===== src/rtl/regfile_pkg.sv =====
// Shared constants for the register file: default geometry, address width helper, reset value.
package regfile_pkg;

    localparam int unsigned WIDTH_DEFAULT = 32;
    localparam int unsigned DEPTH_DEFAULT = 32;

    // All storage and read-data registers clear to this bit pattern.
    localparam bit RESET_BIT = 1'b0;

    function automatic int unsigned addr_w(input int unsigned depth);
        return (depth > 1) ? $clog2(depth) : 1;
    endfunction

    localparam int unsigned ADDR_W_DEFAULT = addr_w(DEPTH_DEFAULT);

endpackage


===== src/rtl/register_file_if.sv =====
// Write port plus two ready/valid read ports of the register file.
interface register_file_if
    import regfile_pkg::*;
#(
    parameter int unsigned WIDTH = WIDTH_DEFAULT,
    parameter int unsigned DEPTH = DEPTH_DEFAULT
);
    localparam int unsigned AW = addr_w(DEPTH);

    logic             wrenable;
    logic [AW-1:0]    wraddr;
    logic [WIDTH-1:0] wrdata;

    logic             rd_req_a,   rd_req_b;
    logic [AW-1:0]    rd_addr_a,  rd_addr_b;
    logic             rd_gnt_a,   rd_gnt_b;
    logic             rd_valid_a, rd_valid_b;
    logic [WIDTH-1:0] rd_data_a,  rd_data_b;
    logic             rd_ready_a, rd_ready_b;

    modport master (
        output wrenable, wraddr, wrdata,
        output rd_req_a, rd_addr_a, rd_ready_a,
        output rd_req_b, rd_addr_b, rd_ready_b,
        input  rd_gnt_a, rd_valid_a, rd_data_a,
        input  rd_gnt_b, rd_valid_b, rd_data_b
    );

    modport slave (
        input  wrenable, wraddr, wrdata,
        input  rd_req_a, rd_addr_a, rd_ready_a,
        input  rd_req_b, rd_addr_b, rd_ready_b,
        output rd_gnt_a, rd_valid_a, rd_data_a,
        output rd_gnt_b, rd_valid_b, rd_data_b
    );

endinterface


===== src/rtl/regfile_rd_port.sv =====
// One read stage: accepts a request when empty or draining, holds the snapshot while stalled.
module regfile_rd_port
    import regfile_pkg::*;
#(
    parameter int unsigned WIDTH = WIDTH_DEFAULT
) (
    input  logic             clk,
    input  logic             reset,
    input  logic             req,
    input  logic             ready,
    input  logic [WIDTH-1:0] word,
    output logic             gnt,
    output logic             valid,
    output logic [WIDTH-1:0] data
);

    logic             valid_q;
    logic [WIDTH-1:0] data_q;

    assign gnt   = !valid_q || ready;
    assign valid = valid_q;
    assign data  = data_q;

    // data_q is cleared whenever the stage empties, so it reads zero while not valid.
    always_ff @(posedge clk or posedge reset) begin
        if (reset) begin
            valid_q <= 1'b0;
            data_q  <= {WIDTH{RESET_BIT}};
        end else if (req && gnt) begin
            valid_q <= 1'b1;
            data_q  <= word;
        end else if (gnt) begin
            valid_q <= 1'b0;
            data_q  <= {WIDTH{RESET_BIT}};
        end
    end

endmodule


===== src/rtl/register_file.sv =====
// Register file, entry 0 hardwired to zero, one write port and two independent read stages.
// Define REGFILE_BYPASS_EN to forward same-cycle write data to a matching read.
module register_file
    import regfile_pkg::*;
#(
    parameter int unsigned WIDTH = WIDTH_DEFAULT,
    parameter int unsigned DEPTH = DEPTH_DEFAULT
) (
    input  logic           clk,
    input  logic           reset,
    register_file_if.slave bus
);

    localparam int unsigned AW = addr_w(DEPTH);

    logic [WIDTH-1:0] mem  [1:DEPTH-1];
    logic [WIDTH-1:0] view [DEPTH];
    logic [DEPTH-1:1] we;
    logic [WIDTH-1:0] word_a, word_b;

    always_comb begin
        we = '0;
        for (int i = 1; i < DEPTH; i++) begin
            we[i] = bus.wrenable && (bus.wraddr == AW'(i));
        end
    end

    always_ff @(posedge clk or posedge reset) begin
        if (reset) begin
            for (int i = 1; i < DEPTH; i++) mem[i] <= {WIDTH{RESET_BIT}};
        end else begin
            for (int i = 1; i < DEPTH; i++) begin
                if (we[i]) mem[i] <= bus.wrdata;
            end
        end
    end

    always_comb begin
        view[0] = '0;
        for (int i = 1; i < DEPTH; i++) view[i] = mem[i];
    end

`ifdef REGFILE_BYPASS_EN
    logic wr_live;
    assign wr_live = bus.wrenable && (bus.wraddr != '0);
    assign word_a  = (wr_live && bus.wraddr == bus.rd_addr_a) ? bus.wrdata : view[bus.rd_addr_a];
    assign word_b  = (wr_live && bus.wraddr == bus.rd_addr_b) ? bus.wrdata : view[bus.rd_addr_b];
`else
    assign word_a = view[bus.rd_addr_a];
    assign word_b = view[bus.rd_addr_b];
`endif

    regfile_rd_port #(.WIDTH(WIDTH)) u_port_a (
        .clk   (clk),
        .reset (reset),
        .req   (bus.rd_req_a),
        .ready (bus.rd_ready_a),
        .word  (word_a),
        .gnt   (bus.rd_gnt_a),
        .valid (bus.rd_valid_a),
        .data  (bus.rd_data_a)
    );

    regfile_rd_port #(.WIDTH(WIDTH)) u_port_b (
        .clk   (clk),
        .reset (reset),
        .req   (bus.rd_req_b),
        .ready (bus.rd_ready_b),
        .word  (word_b),
        .gnt   (bus.rd_gnt_b),
        .valid (bus.rd_valid_b),
        .data  (bus.rd_data_b)
    );

endmodule


===== src/flat_wrapper.sv =====
// flat-port wrapper written by rule: the top's interface ports become plain ports
module register_file_flat import regfile_pkg::*;
#(
    parameter int unsigned WIDTH = WIDTH_DEFAULT,
    parameter int unsigned DEPTH = DEPTH_DEFAULT
)
  (clk, reset, bus_wrenable, bus_wraddr, bus_wrdata, bus_rd_req_a, bus_rd_addr_a, bus_rd_ready_a, bus_rd_req_b, bus_rd_addr_b, bus_rd_ready_b, bus_rd_gnt_a, bus_rd_valid_a, bus_rd_data_a, bus_rd_gnt_b, bus_rd_valid_b, bus_rd_data_b);
  register_file_if #(.WIDTH(WIDTH), .DEPTH(DEPTH)) bus_i ();
  input  logic clk;
  input  logic reset;
  input wire logic [$bits(bus_i.wrenable)-1:0] bus_wrenable;
  input wire logic [$bits(bus_i.wraddr)-1:0] bus_wraddr;
  input wire logic [$bits(bus_i.wrdata)-1:0] bus_wrdata;
  input wire logic [$bits(bus_i.rd_req_a)-1:0] bus_rd_req_a;
  input wire logic [$bits(bus_i.rd_addr_a)-1:0] bus_rd_addr_a;
  input wire logic [$bits(bus_i.rd_ready_a)-1:0] bus_rd_ready_a;
  input wire logic [$bits(bus_i.rd_req_b)-1:0] bus_rd_req_b;
  input wire logic [$bits(bus_i.rd_addr_b)-1:0] bus_rd_addr_b;
  input wire logic [$bits(bus_i.rd_ready_b)-1:0] bus_rd_ready_b;
  output wire logic [$bits(bus_i.rd_gnt_a)-1:0] bus_rd_gnt_a;
  output wire logic [$bits(bus_i.rd_valid_a)-1:0] bus_rd_valid_a;
  output wire logic [$bits(bus_i.rd_data_a)-1:0] bus_rd_data_a;
  output wire logic [$bits(bus_i.rd_gnt_b)-1:0] bus_rd_gnt_b;
  output wire logic [$bits(bus_i.rd_valid_b)-1:0] bus_rd_valid_b;
  output wire logic [$bits(bus_i.rd_data_b)-1:0] bus_rd_data_b;
  assign bus_i.wrenable = bus_wrenable;
  assign bus_i.wraddr = bus_wraddr;
  assign bus_i.wrdata = bus_wrdata;
  assign bus_i.rd_req_a = bus_rd_req_a;
  assign bus_i.rd_addr_a = bus_rd_addr_a;
  assign bus_i.rd_ready_a = bus_rd_ready_a;
  assign bus_i.rd_req_b = bus_rd_req_b;
  assign bus_i.rd_addr_b = bus_rd_addr_b;
  assign bus_i.rd_ready_b = bus_rd_ready_b;
  assign bus_rd_gnt_a = bus_i.rd_gnt_a;
  assign bus_rd_valid_a = bus_i.rd_valid_a;
  assign bus_rd_data_a = bus_i.rd_data_a;
  assign bus_rd_gnt_b = bus_i.rd_gnt_b;
  assign bus_rd_valid_b = bus_i.rd_valid_b;
  assign bus_rd_data_b = bus_i.rd_data_b;
  register_file #(.WIDTH(WIDTH), .DEPTH(DEPTH)) u_core (.clk(clk), .reset(reset), .bus(bus_i));
endmodule

===== config.mk =====
export PLATFORM = sky130hd
export DESIGN_NAME = register_file_flat
export DESIGN_NICKNAME = d
export VERILOG_FILES = /design/src/rtl/regfile_pkg.sv /design/src/rtl/register_file_if.sv /design/src/rtl/regfile_rd_port.sv /design/src/rtl/register_file.sv /design/src/flat_wrapper.sv
export SDC_FILE = /design/constraint.sdc
export NUM_CORES = 2
export LEC_CHECK = 0
export BUFFER_PORTS_ARGS = -buffer_cell sky130_fd_sc_hd__buf_4
export CORE_MARGIN = 2
export CORE_UTILIZATION = 50
export DETAILED_ROUTE_END_ITERATION = 8
export GPL_TIMING_DRIVEN = 0
export PLACE_DENSITY = 0.72
export REMOVE_ABC_BUFFERS = 1
export SYNTH_ARGS = -nofsm -noshare
export SYNTH_HDL_FRONTEND = slang
export SYNTH_HIERARCHICAL = 1
export SYNTH_SLANG_ARGS = --single-unit

===== constraint.sdc =====
create_clock -name clk -period 76.2 [get_ports clk]
set_input_delay 7.62 -clock clk [delete_from_list [all_inputs] [get_ports clk]]
set_output_delay 7.62 -clock clk [all_outputs]
set_load 0.02 [all_outputs]

==> flow_summary.ini <==
[setup_path]
crit_family = simple AND/OR/NAND/NOR gates
worstPathMaxFanout = 34
cpMostUsedCell = buf_4
r2r_slack_ns = 73.53
cp_cell_sequence = buf_4 > nor2b_4 > inv_1 > buf_4
cp_slowest_cell = nor2b_4
timing.rr.start = u_core/u_port_b/valid
arrival_ns = 9.59
endpoint_kind = output pin
worstSetupStartpointType = input port
worst_ep_required_time_ns = 68.58
criticalPathCategory = in -> out
startpoint = bus_rd_ready_b
crit_buf_inv = 3
slowest_delay_ns = 1.23

[drt]
wl_per_cell_um = 31.6
postRouteAntennaNets = 0
via_count = 36791
initialDrtViolationCount = 3417
top_layer = met5
wl_met1_um = 70400
avgViaCountPerCell = 6.81
drc = 0
dr.pass1.iters = 5
wl_met2_um = 77300
wirelength_um = 171000
met3_length_um = 16300

[logic_synthesis]
syn_area_per_cell_um2 = 14.3
synthFlopType = dfrtp_1
yosysUniqueCellTypes = 34
yosysWarnings = 6
syn_area_um2 = 56200
synth_cells = 3930
synth_edf_count = 0
ys_ff_latch = 1058
yosysSeqAreaShare = 0.471
synthArstFlopShare = 1.00

[clock_network]
cts_buffer_depth = 3
h-tree-depth = 3
clk_pin_slew_ns = 0.06
cts_tree = done
cts-root-buf = clkbuf_16
cts_buffers = 113
cts.sinks = 1058
cts_setup_buffers = 0
hold_buffers = 0
insertion_delay_ns = 0.73
cts_resized = 0

[sta]
finClkSkew_ns = 0.0284
finalSetupTns_ns = 0
max_slew_margin = -0.0158
fin_crit_ns = 17.21
worst_pin_slew_ns = 1.52
timing.hold.ws_ns = 0.513
maxSlewViolCount = 34
finalSetupViolations = 0
clock.fmax_mhz = 58.1
hold_violations = 0
rsz0062_at_grt = false
fin_crit_sh = 0.226

[pwr]
ir_drop_mv = 0.0188
total_leakage_power_nw = 27.4
p_per_area_nw_per_um2 = 26.6
power.total_mw = 1.68

[flow_run]
maxCapViolCount = 1

[floorplan]
die_width_um = 339
ios = 122
rows = 122
die-area_um2 = 115000
initial_core_util = 0.506
core_area_um2 = 111000
fp.dieH_um = 339

[outcome]
status = complete, but fails checks
violations = capacitance limit, slew limit

[final_layout]
drive_gt1_frac = 0.456
layout_commonest_cell = dfrtp_1
final_util = 0.568
area_delta_synth_final_pct = 12.3
nNetsFinal = 3865
final_cell_mix = dfrtp_1 (1056), mux2_2 (955), mux4_2 (384)

[worst_hold_path]
hold_path_startpoint = u_core/mem[610]
hp-class = reg -> reg

[grt]
antenna_found_initial = 5
grt_pass1_wl_um = 255000
grt_overflow_total = 0
grt_max_degree = 134
grt_pass1_vias = 38384
track_usage = 0.297

[placed_design]
port_buffers = 121
dp_hpwl_um = 98600
gp_congestion = 0.770
## cell usage after synthesis (all sizes together), types with 10 or more instances
| master | instances | share of area |
|---|---|---|
| o22ai | 64 | 0.0071 |
| buf | 230 | 0.024 |
| mux2i | 160 | 0.029 |
| o21ai | 128 | 0.011 |
| dfrtp | 1058 | 0.47 |
| o31ai | 64 | 0.0086 |
| nand3b | 64 | 0.0086 |
| mux2 | 1056 | 0.21 |
| nor2b | 10 | 0.0014 |
| and3 | 32 | 0.0036 |
| nor2 | 15 | 0.0010 |
| nand2 | 143 | 0.0096 |
| mux4 | 384 | 0.15 |
| a211oi | 64 | 0.0086 |
| clkbuf | 202 | 0.014 |
| a22o | 192 | 0.030 |
| and2 | 34 | 0.0038 |
## logic make-up after synthesis
group	Yosys count	share of synthesized area
AOI/OAI and AO/OA	512	0.0656
DFF	1058	0.471
muxes	1600	0.394
buffers and inverters	439	0.0383
and+or+nand+nor	321	0.0307
## final cells by class
| cell class | count | area, um^2 |
|---|---|---|
| Antenna cell | 3 | 7.51 |
| Clock buffer | 168 | 3400 |
| Clock inverter | 44 | 651 |
| Fill cell | 8758 | 48000 |
| Inverter | 7 | 36.3 |
| Multi-Input combinational cell | 2433 | 27800 |
| Sequential cell | 1058 | 26500 |
| Tap cell | 1488 | 1860 |
| Timing Repair Buffer | 198 | 2820 |
## worst reg2reg max path, cell delays in order (launching register included)
cell     delay, ns
dfrtp_2       0.67
buf_12        0.24
nor2b_4       1.28
o21ai_0       0.29
## through the flow
step | setup slack (ns) | cells | instance area (um^2)
2_1_floorplan | 40.67 | 3498 | 54100
3_3_place_gp | 29.72 | 5107 | 56800
3_5_place_dp | 58.81 | 5183 | 59000
4_1_cts | 58.80 | 5395 | 63100
5_1_grt | 59.01 | 5396 | 63100
6_report | 58.99 | 5399 | 63100
## power by group
group | switching, mW | internal [mW]
clock network | 0.238 | 0.355
registers | 0.0791 | 0.670
logic | 0.137 | 0.196
## flip-flops by register name, summed over array words and instances (netlist names)
register	cells
u_core/mem	992
u_core/u_port_a/data	32
u_core/u_port_b/data	32
u_core/u_port_a/valid	1
u_core/u_port_b/valid	1
## worst paths after layout
check / cells after the start / end
worst max register to register: 3 / u_core/u_port_b/data[8]
worst min-delay path: 1 / u_core/mem[610]
worst max-delay path: 4 / bus_rd_gnt_b
worst min register to register: 1 / u_core/mem[610]
min in group asynchronous: 2 / u_core/u_port_b/data[0]
max in group asynchronous: 5 / u_core/mem[382]
## layer usage
layer,up-vias,track usage
met3,438,0.0790
met1,19673,0.414
li1,14866,-
met2,1810,0.450
met4,4,0.106
met5,-,0
Power figures use the tool's default switching activity.
